### config.mk
export PLATFORM = sky130hd
export DESIGN_NAME = piso_tx
export DESIGN_NICKNAME = d
export VERILOG_FILES = /design/src/rtl/piso_tx.sv
export SDC_FILE = /design/constraint.sdc
export NUM_CORES = 1
export LEC_CHECK = 0
export ABC_AREA = 1
export BUFFER_PORTS_ARGS = -buffer_cell sky130_fd_sc_hd__buf_4
export CORE_MARGIN = 2
export CORE_UTILIZATION = 41
export DETAILED_ROUTE_END_ITERATION = 6
export PLACE_DENSITY = 0.59
export SLEW_MARGIN = 20
export SYNTH_ARGS = -nofsm -noshare
export SYNTH_HDL_FRONTEND = slang
export SYNTH_SLANG_ARGS = --single-unit
### constraint.sdc
create_clock -name CLK -period 2.9 [get_ports CLK]
set_clock_uncertainty 0.2 [all_clocks]
set_input_delay 0.435 -clock CLK [delete_from_list [all_inputs] [get_ports CLK]]
set_output_delay 0.435 -clock CLK [all_outputs]
set_load 0.02 [all_outputs]
### src/rtl/piso_tx.sv
// piso_tx: parallel-in serial-out transmitter, LSB first, enable-gated shifting.
// Define PARITY_EN to append an even-parity bit after each word.
module piso_tx #(
    parameter int WIDTH = 8
) (
    input  logic             CLK,
    input  logic             RST_N,
    input  logic             Load,
    input  logic [WIDTH-1:0] Pin,
    input  logic             En,
    output logic             Ready,
    output logic             Dout,
    output logic             Frame,
    output logic             Done
);
    localparam int CW = $clog2(WIDTH);
    localparam logic [CW-1:0] LAST = CW'(WIDTH - 1);

    typedef enum logic [1:0] {
        IDLE,
        SHIFT
`ifdef PARITY_EN
        , PARITY
`endif
    } state_t;

    state_t state_q, state_d;
    logic [WIDTH-1:0] sr_q, sr_d;
    logic [CW-1:0] cnt_q, cnt_d;
    logic dout_q, dout_d;
    logic done_q, done_d;
`ifdef PARITY_EN
    logic par_q, par_d;
`endif

    always_ff @(posedge CLK or negedge RST_N) begin
        if (!RST_N) begin
            state_q <= IDLE;
            sr_q    <= '0;
            cnt_q   <= '0;
            dout_q  <= 1'b0;
            done_q  <= 1'b0;
`ifdef PARITY_EN
            par_q   <= 1'b0;
`endif
        end else begin
            state_q <= state_d;
            sr_q    <= sr_d;
            cnt_q   <= cnt_d;
            dout_q  <= dout_d;
            done_q  <= done_d;
`ifdef PARITY_EN
            par_q   <= par_d;
`endif
        end
    end

    always_comb begin
        state_d = state_q;
        sr_d    = sr_q;
        cnt_d   = cnt_q;
        dout_d  = dout_q;
        done_d  = 1'b0;
`ifdef PARITY_EN
        par_d   = par_q;
`endif
        case (state_q)
            IDLE: begin
                dout_d = 1'b0;
                if (Load) begin
                    sr_d    = Pin >> 1;
                    dout_d  = Pin[0];
                    cnt_d   = '0;
`ifdef PARITY_EN
                    par_d   = ^Pin;
`endif
                    state_d = SHIFT;
                end
            end
            SHIFT: begin
                if (En && cnt_q != LAST) begin
                    dout_d = sr_q[0];
                    sr_d   = sr_q >> 1;
                    cnt_d  = cnt_q + 1'b1;
                end else if (En) begin
`ifdef PARITY_EN
                    dout_d  = par_q;
                    state_d = PARITY;
`else
                    dout_d  = 1'b0;
                    done_d  = 1'b1;
                    state_d = IDLE;
`endif
                end
            end
`ifdef PARITY_EN
            PARITY: begin
                if (En) begin
                    dout_d  = 1'b0;
                    done_d  = 1'b1;
                    state_d = IDLE;
                end
            end
`endif
            default: state_d = IDLE;
        endcase
    end

    assign Ready = (state_q == IDLE);
    assign Frame = (state_q != IDLE);
    assign Dout  = dout_q;
    assign Done  = done_q;
endmodule

==> results.py, run 1 <==
metrics = {
    "yosys": {
        "synth-seq-cells": 13,
        "postSynthAreaPerCell_sq_um": 9.26,
        "post_synth_instance_area_sq_um": 768,
        "syn-instance-count": 83,
        "ys_types": 14,
        "yosysWarnings": 0,
        "synth.net_count": 97,
        "synth_sequential_area_ratio": 0.423,
        "synthDominantCellAreaShare": 0.423,
        "synth.area.top_cells": "dfrtp_1 42%, nand2_1 17%, nand3_2 16%",
        "yosys.area.top_type": "dfrtp_1",
    },
    "power": {
        "power-per-cell-area_nw_per_um2": 716,
        "power.total_mw": 0.635,
        "leakage_nw": 0.486,
        "vdd_drop_max_uv": 323,
    },
    "floorplan": {
        "initial_core_util": 0.440,
        "die_h_um": 47.3,
        "die-width_um": 47.3,
        "die-area_sq_um": 2240,
        "io_pins": 16,
        "core_sq_um": 1750,
        "core.rowCount": 15,
    },
    "sta": {
        "tcrit_tclk_final": 0.658,
        "tightest_slew_ns": 0.496,
        "rsz_0062_raised_after_global_routing": "false",
        "slew_viol_final": 0,
        "clock.fmax_mhz": 524,
        "timing.final.crit_period_ns": 1.91,
        "setup-violations-final": 0,
        "final.setup.tns_ns": 0,
        "hold_viol": 0,
        "timing.max_slew.rel_slack": 0.670,
        "hold-worst-slack_ns": 0.193,
    },
    "global_routing": {
        "gr-usage-all-layers": 0.151,
        "number_of_antenna_violations_at_the_first_check_in_global_routing": 0,
        "first_global_vias": 501,
        "grt_pass1_wl_um": 2260,
        "gr-total-overflow": 0,
        "grt_start_max_net_pins": 14,
    },
    "layout": {
        "insertedDiodeCount": 0,
        "leading_cell_type_in_the_layout_fill_and_taps_excluded": "nand2_1",
        "layout-drive-gt1-share": 0.424,
        "area_growth_syn_to_layout_pct": 15.5,
        "fin_nets": 114,
        "final_cell_mix": "34 x nand2_1, 15 x buf_4, 13 x dfrtp_1, 12 x nand3_2, 7 x nand2_2",
    },
    "critical_path": {
        "path_class": "reg2reg",
        "cp-end-kind": "register",
        "crit_family": "simple AND/OR/NAND/NOR gates",
        "worstPathRequired_ns": 2.91,
        "r2r_setup_slack_ns": 0.99,
        "critPathMostFrequentCell": "nand2_1",
        "worstPathCellList": "ha_1 -> ha_1 -> inv_1 -> nand3_2 -> nand2_1 -> nand2_1 -> nand2_1",
        "timing.critical_path.arrival_ns": 1.92,
        "highest_delay_cell_along_the_critical_path": "dfrtp_1",
        "timing.critical_path.from_type": "register",
        "path_buf_inv": 1,
        "worstPathMaxFanout": 11,
        "max_stage_delay_ns": 0.41,
    },
    "clock_network": {
        "tritoncts_clock_tree": "done",
        "clkSlewWorstSetupHoldPaths_ns": 0.09,
        "cts_root_buffer": "clkbuf_4",
        "htree_levels": 1,
        "cts-root-to-sink-buffers": 2,
        "clock-sinks": 13,
        "cts_made_buffers": 3,
        "clkLatencyLatePin_ns": 0.28,
    },
    "routing": {
        "post_drt_wl_per_cell_um": 11.2,
        "wl_um": 1390,
        "detail_route.drc_violations": 0,
        "violation_count_after_the_first_detailed_routing_iteration": 6,
        "via_count": 561,
        "dr.pass1.iters": 2,
        "viasPerCell": 4.52,
        "route.antenna.remaining_nets": 0,
    },
    "worst_hold_path": {
        "holdCritPathClass": "in2reg",
    },
    "status": {
        "outcome": "complete, no violations",
    },
    "flow_run": {
        "timing.max_cap.violations": 0,
    },
    "place": {
        "port_buffers": 15,
        "half_perimeter_wire_length_after_placement_um": 1010,
        "place_congestion": 0.756,
    },
}
-- final timing paths --
path                       startpoint        to  cells past startpoint
setup / recovery             cnt_q[0]   sr_q[2]                      7
hold / removal                 Pin[7]   sr_q[6]                      3
setup reg to reg             cnt_q[0]   sr_q[2]                      7
hold reg to reg               sr_q[0]      Dout                      2
max in group asynchronous       RST_N   sr_q[4]                      2
min in group asynchronous       RST_N  cnt_q[2]                      2
-- power by group --
group	total [mW]	switching, mW	internal [mW]
combinational	0.230	0.133	0.0972
clock	0.116	0.0648	0.0511
sequential	0.289	0.0499	0.239
total	0.635	0.248	0.387
-- cell families (layout without fill, tap and decap cells) --
kind of cell / Yosys count / after routing / synth area share
fa+ha+maj: 2 / 2 / 0.0326
buf+inv: 8 / 24 / 0.107
simple gates: 59 / 59 / 0.428
compound gates: 1 / 1 / 0.00815
flops: 13 / 13 / 0.423
-- layout make-up --
class	instances	area [sq um]
multi-input combinational	62	360
sequential	13	325
tap	25	31.3
clock inverter	1	5.00
inverter	4	20.0
fill	172	858
timing repair buffer	16	123
clock buffer	3	22.5
-- routing by layer --
layer / share of wire / track usage / up-vias
met2: 0.47 / 0.230 / 10
met3: 0.032 / 0.0385 / 2
met5: 0 / 0 / -
met1: 0.49 / 0.194 / 256
met4: 0.013 / 0.0833 / 0
li1: - / - / 293
-- worst register-to-register path: cells and delay by family (launching register included) --
kind	cells	cell delay, ns
adders and majority gates	2	0.41
and+or+nand+nor	4	0.73
DFF	1	0.41
buffers and inverters	1	0.10
-- state kept, by name (all words and copies together) (netlist names) --
name and count:
state_q 1, sr_q 7, cnt_q 3, Done 1, Dout 1
-- cell usage after synthesis --
| cell type | n |
|---|---|
| inv_1 | 3 |
| nand2_1 | 34 |
| nand2_2 | 7 |
| buf_12 | 2 |
| o22ai_1 | 1 |
| nand3_2 | 12 |
| nand2_4 | 1 |
| inv_6 | 1 |
| buf_6 | 2 |
| nand3_1 | 2 |
| nor2_2 | 2 |
| nor2_1 | 1 |
| ha_1 | 2 |
| dfrtp_1 | 13 |
-- what timing repair did --
action / 4_1_cts / 5_1_grt
buffers inserted: 0 / 0
hold buffers: 1 / 0
setup endpoints to repair: 0 / 0
hold endpoints to repair: 13 / 0
gates resized for setup: 0 / 0
-- metrics by stage --
| step | worst slack, ns | cells | util | instance area (sq um) |
|---|---|---|---|---|
| after floorplan | 1.40 | 83 | - | 768 |
| after global placement | 1.06 | 119 | 0.487 | 850 |
| after detailed placement | 1.01 | 119 | 0.487 | 850 |
| after CTS | 0.961 | 124 | 0.508 | 887 |
| after global routing | 0.844 | 124 | 0.508 | 887 |
| final | 0.990 | 124 | 0.508 | 887 |
Power figures use the tool's default switching activity.
==> run 2, diff against run 1 <==
Clock period 2.9 ns to 1.8 ns, I/O delays scaled along.
==> results.py, run 2 (same netlist as run 1, synthesis figures left out) <==
metrics = {
    "clock_network": {
        "post_cts_resized": 0,
        "cts-root-to-sink-buffers": 2,
        "tritoncts_clock_tree": "done",
        "cts_made_buffers": 3,
        "clkLatencyLatePin_ns": 0.27,
        "clkSlewWorstSetupHoldPaths_ns": 0.07,
        "cts_root_buffer": "clkbuf_4",
        "clock-sinks": 13,
        "htree_levels": 1,
    },
    "flow_run": {
        "timing.max_cap.violations": 0,
    },
    "floorplan": {
        "die-width_um": 47.3,
        "core_sq_um": 1750,
        "core.rowCount": 15,
        "initial_core_util": 0.440,
        "io_pins": 16,
        "die_h_um": 47.3,
        "die-area_sq_um": 2240,
    },
    "sta": {
        "slew_viol_final": 0,
        "setup-violations-final": 0,
        "final.setup.worst_slack_ns": 0.187,
        "tightest_slew_ns": 0.243,
        "timing.final.crit_period_ns": 1.61,
        "hold-worst-slack_ns": 0.0338,
        "clock.fmax_mhz": 620,
        "tcrit_tclk_final": 0.896,
        "hold_viol": 0,
        "rsz_0062_raised_after_global_routing": "false",
        "final.setup.tns_ns": 0,
        "timing.max_slew.rel_slack": 0.838,
    },
    "critical_path": {
        "crit_family": "flip-flops",
        "worstPathMaxFanout": 6,
        "path_class": "reg2reg",
        "highest_delay_cell_along_the_critical_path": "dfrtp_1",
        "timing.critical_path.from_type": "register",
        "cp-end-kind": "register",
        "path_buf_inv": 2,
        "worstPathRequired_ns": 1.76,
        "max_stage_delay_ns": 0.41,
        "timing.critical_path.arrival_ns": 1.58,
        "worstPathCellList": "ha_1 -> ha_1 -> inv_1 -> nand3_2 -> buf_4 -> nand3_2 -> nand2_1",
    },
    "power": {
        "vdd_drop_max_uv": 761,
        "power-per-cell-area_nw_per_um2": 1130,
        "leakage_nw": 0.501,
    },
    "place": {
        "detailedPlace.worstSlack_ns": 0.192,
        "port_buffers": 15,
        "dpl_cell_area_sq_um": 880,
        "place_congestion": 0.763,
        "half_perimeter_wire_length_after_placement_um": 1000,
    },
    "layout": {
        "insertedDiodeCount": 0,
        "area_growth_syn_to_layout_pct": 19.2,
        "fin_nets": 118,
        "largest_register_ff_count": 7,
        "layout_top_registers": "sr_q (7), cnt_q (3)",
        "leading_cell_type_in_the_layout_fill_and_taps_excluded": "nand2_1",
        "largest_register": "sr_q",
        "final_cell_mix": "34 x nand2_1, 19 x buf_4, 13 x dfrtp_1, 12 x nand3_2, 7 x nand2_2",
        "layout.filler_cells": 184,
        "finish.instance_area_sq_um": 916,
        "layout-drive-gt1-share": 0.437,
    },
    "global_routing": {
        "gr-usage-all-layers": 0.145,
        "grt_start_max_net_pins": 14,
        "grt_pass1_wl_um": 2180,
        "number_of_antenna_violations_at_the_first_check_in_global_routing": 0,
        "gr-total-overflow": 0,
        "first_global_vias": 515,
    },
    "routing": {
        "via_count": 584,
        "wl_um": 1330,
        "viasPerCell": 4.56,
        "violation_count_after_the_first_detailed_routing_iteration": 7,
        "detail_route.drc_violations": 0,
        "post_drt_wl_per_cell_um": 10.4,
        "dr.pass1.iters": 4,
        "route.antenna.remaining_nets": 0,
    },
    "worst_hold_path": {
        "holdCritPathClass": "in2reg",
    },
    "status": {
        "outcome": "complete, no violations",
    },
}
-- run 2: cell types whose count changed in the layout (fill, tap and decap cells not counted), sizes merged --
| cell | change |
|---|---|
| buf | +4 |
| clkinv | -1 |
| clkbuf | +1 |
-- run 2: repair_timing --
action                    CTS  global route
buffers inserted            0             0
hold endpoints to repair   13             0
hold buffers                1             0
-- run 2: power by group --
group          switching (mW)  internal [mW]
sequential             0.0704          0.386
combinational           0.227          0.177
clock                  0.0865         0.0857
-- run 2: per-layer routing --
metal	vias up	wire length [um]	global-route usage
li1	302	-	-
met1	272	624	0.190
met2	8	659	0.216
met3	2	34	0.0231
met4	0	12	0.100
met5	-	0	0
-- run 2: worst paths after layout --
| path | slack, ns | depth (start not counted) | from | to |
|---|---|---|---|---|
| setup / recovery | 0.19 | 7 | cnt_q[0] | sr_q[1] |
| hold / removal | 0.03 | 3 | Pin[7] | sr_q[6] |
| setup reg to reg | 0.19 | 7 | cnt_q[0] | sr_q[1] |
| hold reg to reg | 0.31 | 2 | cnt_q[1] | cnt_q[1] |
| max in group asynchronous | 1.06 | 2 | RST_N | state_q[0] |
| min in group asynchronous | 0.18 | 2 | RST_N | cnt_q[1] |
-- run 2: final cells by class --
type | count | area, sq um | area share
Multi-Input combinational cell | 62 | 360 | 0.393
Sequential cell | 13 | 325 | 0.355
Timing Repair Buffer | 20 | 153 | 0.167
Tap cell | 25 | 31.3 | 0.0342
Clock buffer | 4 | 26.3 | 0.0287
Inverter | 4 | 20.0 | 0.0219
-- run 2: worst register-to-register path: cells and delay by family, from the launching register on --
| family | cells | cell delay, ns |
|---|---|---|
| buf+inv | 2 | 0.30 |
| flops | 1 | 0.41 |
| simple gates | 3 | 0.21 |
| fa+ha+maj | 2 | 0.40 |
-- run 2: metrics by stage --
step,std cells,utilization,power (mW)
2_1_floorplan,83,-,0.777
3_3_place_gp,123,0.504,0.869
3_5_place_dp,123,0.504,0.869
4_1_cts,128,0.525,1.05
5_1_grt,128,0.525,1.13
6_report,128,0.525,1.03
